[config.mk]
export PLATFORM = sky130hd
export DESIGN_NAME = alu_arbiter
export DESIGN_NICKNAME = d
export VERILOG_FILES = /design/src/rtl/alu_ctrl_pkg.sv /design/src/rtl/alu_rr_arbiter.sv /design/src/rtl/alu_arbiter.sv
export SDC_FILE = /design/constraint.sdc
export NUM_CORES = 1
export LEC_CHECK = 0
export ABC_AREA = 1
export CORE_ASPECT_RATIO = 1.25
export CORE_MARGIN = 4
export CORE_UTILIZATION = 36
export DETAILED_ROUTE_END_ITERATION = 8
export PLACE_DENSITY = 0.81
export SYNTH_ARGS = -nofsm -noshare
export SYNTH_HDL_FRONTEND = slang
export SYNTH_SLANG_ARGS = --single-unit
[constraint.sdc]
create_clock -name clock -period 1.7 [get_ports clock]
set_clock_uncertainty 0.1 [all_clocks]
set_input_delay 0.34 -clock clock [delete_from_list [all_inputs] [get_ports clock]]
set_output_delay 0.34 -clock clock [all_outputs]
set_load 0.05 [all_outputs]
[src/rtl/alu_ctrl_pkg.sv]
// Shared encodings for the ALU request arbiter: FSM states, funct3 codes and the
// operation payload handed from a requester to the ALU.
package alu_ctrl_pkg;

  localparam int unsigned DATA_W   = 32;
  localparam int unsigned FUNCT3_W = 3;

  typedef enum logic [1:0] {
    ST_IDLE = 2'd0,
    ST_EXEC = 2'd1,
    ST_CAPT = 2'd2,
    ST_RESP = 2'd3
  } state_e;

  localparam logic [FUNCT3_W-1:0] F3_ADD  = 3'h0;
  localparam logic [FUNCT3_W-1:0] F3_SLL  = 3'h1;
  localparam logic [FUNCT3_W-1:0] F3_SLT  = 3'h2;
  localparam logic [FUNCT3_W-1:0] F3_SLTU = 3'h3;
  localparam logic [FUNCT3_W-1:0] F3_XOR  = 3'h4;
  localparam logic [FUNCT3_W-1:0] F3_SRL  = 3'h5;
  localparam logic [FUNCT3_W-1:0] F3_OR   = 3'h6;
  localparam logic [FUNCT3_W-1:0] F3_AND  = 3'h7;

  typedef struct packed {
    logic [FUNCT3_W-1:0] funct3;
    logic [DATA_W-1:0]   data_1;
    logic [DATA_W-1:0]   data_2;
  } alu_op_t;

  // SLT is not offered by the attached ALU and is answered with an error instead.
  function automatic logic is_unsupported(input logic [FUNCT3_W-1:0] funct3);
    return funct3 == F3_SLT;
  endfunction

endpackage

[src/rtl/alu_rr_arbiter.sv]
// Two-way round-robin grant; the pointer names the requester that wins a tie.
module alu_rr_arbiter (
  input  logic       clock,
  input  logic       reset_n,
  input  logic       i_en,
  input  logic [1:0] i_req,
  output logic [1:0] o_grant_c
);

  logic r_ptr;

  always_comb begin
    o_grant_c = 2'b00;
    if (i_en) begin
      case (i_req)
        2'b01:   o_grant_c = 2'b01;
        2'b10:   o_grant_c = 2'b10;
        2'b11:   o_grant_c = r_ptr ? 2'b10 : 2'b01;
        default: o_grant_c = 2'b00;
      endcase
    end
  end

  // Hand priority to the requester that was not just served.
  always_ff @(posedge clock or negedge reset_n) begin
    if (!reset_n) begin
      r_ptr <= 1'b0;
    end else if (|o_grant_c) begin
      r_ptr <= o_grant_c[0];
    end
  end

endmodule

[src/rtl/alu_arbiter.sv]
// ALU front-end: arbitrates two requesters onto one shared ALU, one operation in
// flight, and returns a tagged response per accepted request.
module alu_arbiter
  import alu_ctrl_pkg::*;
#(
  parameter int unsigned TAG_W = 5,
  parameter int unsigned CNT_W = 16
) (
  input  logic                clock,
  input  logic                reset_n,
  input  logic [1:0]          req_valid,
  output logic [1:0]          req_ready,
  input  logic [2:0]          req0_funct3,
  input  logic [2:0]          req1_funct3,
  input  logic [31:0]         req0_data_1,
  input  logic [31:0]         req0_data_2,
  input  logic [31:0]         req1_data_1,
  input  logic [31:0]         req1_data_2,
  input  logic [TAG_W-1:0]    req0_tag,
  input  logic [TAG_W-1:0]    req1_tag,
  output logic                alu_enable,
  output logic [2:0]          alu_funct3,
  output logic [31:0]         alu_data_1,
  output logic [31:0]         alu_data_2,
  input  logic [31:0]         alu_data_out,
  output logic                rsp_valid,
  input  logic                rsp_ready,
  output logic                rsp_id,
  output logic [TAG_W-1:0]    rsp_tag,
  output logic [31:0]         rsp_data,
  output logic                rsp_err,
  output logic                busy,
  output logic [CNT_W-1:0]    op_count
);

  state_e           r_state;
  state_e           w_state_nxt;
  logic [1:0]       w_grant;
  logic             w_arb_en;
  logic             w_accept;
  logic             w_sel;
  logic             w_rsp_hs;
  alu_op_t          w_op;
  logic [TAG_W-1:0] w_tag;

  // Grants are offered only in IDLE and never while reset is held.
  assign w_arb_en = (r_state == ST_IDLE) && reset_n;

  alu_rr_arbiter u_arb (
    .clock     (clock),
    .reset_n   (reset_n),
    .i_en      (w_arb_en),
    .i_req     (req_valid),
    .o_grant_c (w_grant)
  );

  assign req_ready = w_grant;
  assign w_accept  = |w_grant;
  assign w_sel     = w_grant[1];
  assign w_op      = w_sel ? {req1_funct3, req1_data_1, req1_data_2}
                           : {req0_funct3, req0_data_1, req0_data_2};
  assign w_tag     = w_sel ? req1_tag : req0_tag;
  assign w_rsp_hs  = rsp_valid && rsp_ready;

  assign alu_enable = (r_state == ST_EXEC);
  assign rsp_valid  = (r_state == ST_RESP);
  assign busy       = (r_state != ST_IDLE);

  always_ff @(posedge clock or negedge reset_n) begin
    if (!reset_n) begin
      r_state <= ST_IDLE;
    end else begin
      r_state <= w_state_nxt;
    end
  end

  always_comb begin
    w_state_nxt = r_state;
    case (r_state)
      ST_IDLE: begin
        if (w_accept) begin
          w_state_nxt = is_unsupported(w_op.funct3) ? ST_RESP : ST_EXEC;
        end
      end
      ST_EXEC: w_state_nxt = ST_CAPT;
      ST_CAPT: w_state_nxt = ST_RESP;
      ST_RESP: begin
        if (rsp_ready) begin
          w_state_nxt = ST_IDLE;
        end
      end
      default: w_state_nxt = ST_IDLE;
    endcase
  end

  // Request latch, result capture and completion counter.
  always_ff @(posedge clock or negedge reset_n) begin
    if (!reset_n) begin
      alu_funct3 <= '0;
      alu_data_1 <= '0;
      alu_data_2 <= '0;
      rsp_id     <= 1'b0;
      rsp_tag    <= '0;
      rsp_data   <= '0;
      rsp_err    <= 1'b0;
      op_count   <= '0;
    end else begin
      if (w_accept) begin
        alu_funct3 <= w_op.funct3;
        alu_data_1 <= w_op.data_1;
        alu_data_2 <= w_op.data_2;
        rsp_id     <= w_sel;
        rsp_tag    <= w_tag;
        if (is_unsupported(w_op.funct3)) begin
          rsp_data <= '0;
          rsp_err  <= 1'b1;
        end
      end
      if (r_state == ST_CAPT) begin
        rsp_data <= alu_data_out;
        rsp_err  <= 1'b0;
      end
      if (w_rsp_hs) begin
        op_count <= op_count + CNT_W'(1);
      end
    end
  end

endmodule

; ---- Word-level counts from Yosys, hierarchy flattened
; Index checks and enable logic that the tools add are counted.
[word_totals]
reg_bits = 125
input_bits = 181
elab_cells = 44
[classes]
addsub = 1
eq_ne = 9
muxes = 15
reduce_logical = 9
[ops]
columns = cell, count
row1 = 32-bit two-way mux, 3
row2 = 67-bit two-way mux, 1
row3 = 16-bit by 1-bit adder with 16-bit output (second input constant), 1
row4 = 2-bit two-way mux, 5
row5 = 2-bit == test (second input constant), 4
row6 = 2-bit case mux with 4 select lines, 1
row7 = 2-bit case mux with 3 select lines, 1
row8 = 2-bit nonzero test, 3
row9 = 5-bit two-way mux, 1
row10 = 2-bit by 1-bit == test with 1-bit output (second input constant), 2
row11 = 2-bit AND reduction, 2
row12 = 3-bit by 2-bit == test with 1-bit output (second input constant), 1
row13 = 1-bit two-way mux, 3
row14 = 1-bit logical AND, 2
row15 = 2-bit zero test, 1
row16 = 2-bit by 1-bit inequality test with 1-bit output (second input constant), 1
row17 = 2-bit inequality test (second input constant), 1
row18 = 2-bit OR reduction, 1

; ---- Logic depth before layout (Yosys ltp)
[depth]
ltp_word = 8
mapped_depth = 13
mapped_depth_nobuf = 11

; ---- By module
; A second synthesis with hierarchy kept.
[hier_totals]
cells_unflattened = 680
area_unflattened_um2 = 5621.6
[by_module_without_submodules]
columns = mod, n_inst, cells_each, area_per_inst_um2, seq_area_each_um2
row1 = alu_arbiter, 1, 669, 5557.8, 3103.0
row2 = alu_rr_arbiter, 1, 11, 63.8, 25.0

; ---- Worst setup path before layout
; OpenSTA, ideal clock, no wires.
[synth_timing]
path_type = reg-to-reg
startpoint = register r_state[1]
endpoint = register op_count[10]
arrival_ns = 1.853
required_ns = 1.480
setup_slack_ns = -0.373
path_stages_with_launch = 9
path_buffers = 0
path_cell_list = dfrtp_1 -> ha_1 -> nand2_1 -> nor2_1 -> nand3_1 -> nor2_1 -> inv_1 -> nor2_1 -> nor2_1
[synth_between]
elab_chain_cells = 2
[synth_lines]
columns = item, line
row1 = "start, declared", alu_arbiter.sv:36  ; state_e r_state;
row2 = "start signal, assigned", alu_arbiter.sv:73  ; r_state <= w_state_nxt;
row3 = 2-bit == test, alu_arbiter.sv:66  ; assign rsp_valid = (r_state == ST_RESP);
row4 = net rsp_valid, alu_arbiter.sv:26  ; output logic rsp_valid,
row5 = 1-bit logical AND, alu_arbiter.sv:63  ; assign w_rsp_hs = rsp_valid && rsp_ready;
row6 = "end signal, assigned", alu_arbiter.sv:124  ; op_count <= op_count + CNT_W'(1);
row7 = "end, declared", alu_arbiter.sv:33  ; output logic [CNT_W-1:0] op_count
; The timed path passes the listed nets, and every way through them passes these cells.
; A chain may end at the register's enable or synchronous reset.

; ---- Worst setup path after layout
[layout_timing]
startpoint = register r_state[0]
endpoint = register rsp_data[7]
[layout_between]
elab_chain_cells = 7
[layout_lines]
columns = item, line
row1 = 2-bit zero test, alu_arbiter.sv:47  ; assign w_arb_en = (r_state == ST_IDLE) && reset_n;
row2 = 1-bit logical AND, alu_arbiter.sv:47
row3 = 2-bit two-way mux, alu_rr_arbiter.sv:14  ; if (i_en) begin
row4 = 67-bit two-way mux, alu_arbiter.sv:60  ; assign w_op = w_sel ? {req1_funct3, req1_data_1, req1_data_2}
row5 = 3-bit by 2-bit == test with 1-bit output, alu_ctrl_pkg.sv:32  ; return funct3 == F3_SLT;
row6 = 2-bit nonzero test (no source line), n/a
row7 = 2-bit AND reduction (no source line), n/a
row8 = "end signal, assigned", alu_arbiter.sv:120  ; rsp_data <= alu_data_out;
row9 = "end, declared", alu_arbiter.sv:30  ; output logic [31:0] rsp_data,
; Several ways; a longest one is shown, not always the timed one.

==> flow_metrics.py <==
metrics = {
    "clock_tree": {
        "worstSkewPairLatency_ns": 0.41,
        "cts_tree": "done",
        "cts_hold_buf": 0,
        "cts-buffers-inserted": 17,
        "clockBufferDepth": 2,
        "htree_levels": 4,
        "clockRootBuffer": "clkbuf_16",
        "clk_pin_slew_ns": 0.06,
        "cts.sinks": 125,
    },
    "drt": {
        "drt_pass1_iterations": 5,
        "via_per_inst": 5.08,
        "drc_errors": 0,
        "vias": 6499,
        "wl_per_cell_microns": 19.3,
        "drt-total-wl_mm": 24.7,
        "dr.first_iter.drc_count": 377,
        "ant_nets": 0,
    },
    "finish": {
        "drive_gt1_share_pct": 34.7,
        "synthToLayoutAreaGrowth_pct": 105,
        "final_area_sq_um": 11800,
        "nets": 1242,
        "final_common_cell": "clkdlybuf4s50_1",
        "antennaDiodeCount": 0,
        "fin_cells": 1280,
        "final_cell_mix": "179 x clkdlybuf4s50_1, 160 x nand2_1, 122 x dfrtp_1",
        "post-route-util_pct": 75.4,
    },
    "yosys": {
        "yosysUniqueCellTypes": 27,
        "synth_area_sq_um": 5760,
        "ys_seq_elements": 125,
        "synth_nets": 870,
        "seq_area_frac_synth_pct": 54.3,
        "syn_inst": 683,
        "yosysWarnings": 0,
        "yosys-top-cells-area": "dfrtp_1 54%, nand2_1 11%, o21ai_0 7.9%",
        "yosys.area.top_type": "dfrtp_1",
        "synth_area_per_cell_sq_um": 8.43,
        "synth_top_cell_area_share_pct": 54.3,
    },
    "critical_path": {
        "crit_arrival_ns": 2.23,
        "r2r_cells": 13,
        "worstReg2RegEnd": "rsp_data[7]",
        "critPathLaunchType": "flip-flop",
        "cp.required_ns": 1.89,
        "cp-startpoint": "r_state[0]",
        "worst_setup_path_end_kind": "flip-flop",
        "cp_max_fo": 6,
        "crit_end": "rsp_data[7]",
        "timing.rr.start": "r_state[0]",
        "critPathKind": "reg2reg",
        "r2r_slack_ns": -0.34,
    },
    "floorplan": {
        "fp.dieW_microns": 121,
        "placementRows": 51,
        "initial_core_util_pct": 36.8,
        "design.die.area_sq_um": 18100,
        "io_pins": 308,
        "placeableCoreArea_sq_um": 15600,
        "die_h_microns": 149,
    },
    "global_routing": {
        "antenna_found_initial": 0,
        "grt_use_total_pct": 24.7,
        "first_global_vias": 6527,
        "grt_start_max_net_pins": 126,
        "grt_pass1_wl_mm": 34.4,
        "grt-ovfl-total": 0,
    },
    "timing": {
        "fin_crit_sh_pct": 120,
        "holdWs_ns": -0.00454,
        "fmax_mhz": 491,
        "worst_pin_slew_ns": 0.705,
        "fin_ws_ns": -0.338,
        "fin_setup_tns_ns": -23.45,
        "slew_violations": 0,
        "setup_viol": 125,
        "grt_setup_unrepaired": "true",
        "min_period_ns": 2.04,
        "slew_headroom_pct": 53.0,
        "hold_viol": 4,
    },
    "power_and_ir_drop": {
        "p_total_mw": 22.7,
        "p_leak_nw": 5.37,
        "peakVddDrop_uv": 1120,
        "p_per_area_nw_per_um2": 1930,
    },
    "worst_hold_path": {
        "hold_path.class": "in2async",
    },
    "run_status": {
        "status": "finished with violations",
        "violations": "negative hold slack, negative setup slack",
    },
    "run": {
        "maxCapViolCount": 0,
    },
    "placement": {
        "port_buffers": 307,
        "dp.cells": 1204,
        "gp_congestion": 0.810,
        "dp_hpwl_mm": 15.1,
        "place_ws_ns": -0.412,
        "post_dp_cell_area_sq_um": 9840,
    },
}
synthesized netlist by cell type, drive strengths merged:
| cell type | instances |
|---|---|
| nor2 | 91 |
| a21oi | 3 |
| a31oi | 1 |
| nand3 | 41 |
| xnor2 | 3 |
| o22ai | 1 |
| nand3b | 1 |
| ha | 6 |
| buf | 15 |
| o21ai | 146 |
| nand4 | 4 |
| nor3 | 6 |
| dfrtp | 125 |
| nand2 | 177 |
| inv | 33 |
| clkbuf | 25 |
| xor2 | 5 |
worst min path at each step:
| stage | to | start | slack, ns | cells after the start |
|---|---|---|---|---|
| 2_1_floorplan | alu_data_1[0] | reset_n | -0.06 | 0 |
| 3_3_place_gp | rsp_id | rsp_id | 0.36 | 2 |
| 3_5_place_dp | alu_data_2[24] | alu_data_2[24] | 0.38 | 2 |
| 4_1_cts | op_count[6] | reset_n | 0.02 | 2 |
| 5_1_grt | op_count[8] | reset_n | 0.03 | 2 |
| 6_report | op_count[8] | reset_n | -0.005 | 2 |
layer usage:
layer / vias up / wire, microns / GRT usage [%]
li1: 2977 / - / -
met1: 3128 / 8580 / 25.8
met2: 336 / 13300 / 45.3
met3: 58 / 1980 / 8.27
met4: 0 / 852 / 9.69
met5: - / 0 / 0
logic make-up (layout without fill, tap and decap cells):
| kind of cell | Yosys count | in the layout | synth area share [%] |
|---|---|---|---|
| AO/OA/AOI/OAI | 151 | 151 | 13.3 |
| AND/OR/NAND/NOR | 320 | 320 | 24.4 |
| flip-flops | 125 | 125 | 54.3 |
| adder cells (fa/ha/maj) | 6 | 6 | 1.30 |
| buffers and inverters | 73 | 458 | 5.48 |
| XOR/XNOR | 8 | 8 | 1.22 |
where the power goes:
group / internal [mW] / switching [mW] / total [mW]
clock network: 2.49 / 1.40 / 3.89
registers: 4.26 / 1.19 / 5.45
logic: 5.54 / 7.82 / 13.4
final cells by class:
type / count / area, sq um
Inverter: 33 / 136
Tap cell: 212 / 265
Timing Repair Buffer: 393 / 4830
Multi-Input combinational cell: 485 / 2790
Clock inverter: 14 / 193
Fill cell: 948 / 3840
Sequential cell: 125 / 3130
Clock buffer: 18 / 439
sequential cells by signal, summed over array words and instances (netlist names):
signal	count
r_state	2
rsp_tag	5
rsp_err	1
rsp_id	1
u_arb.r_ptr	1
alu_data_1	32
alu_funct3	3
alu_data_2	32
op_count	16
rsp_data	32
critical path: stages, from the launching register on:
cell and delay, ns:
dfrtp_1 0.40, inv_2 0.09, ha_4 0.15, nand2_4 0.07, nor2_4 0.15, nand2_4 0.09
buf_6 0.14, nand2_4 0.06, nand2_4 0.06, nor2_4 0.17, nand2_8 0.13, clkbuf_16 0.19
nand3_2 0.06, nand2_1 0.06
what timing repair did:
action | 4_1_cts | 5_1_grt
gates resized for setup | 75 | 139
setup buffers | 21 | 9
pin swaps | 2 | 55
endpoints found under the setup margin | 115 | 122
cloned | 11 | 8
No activity file was read; power rests on OpenSTA's default activity.
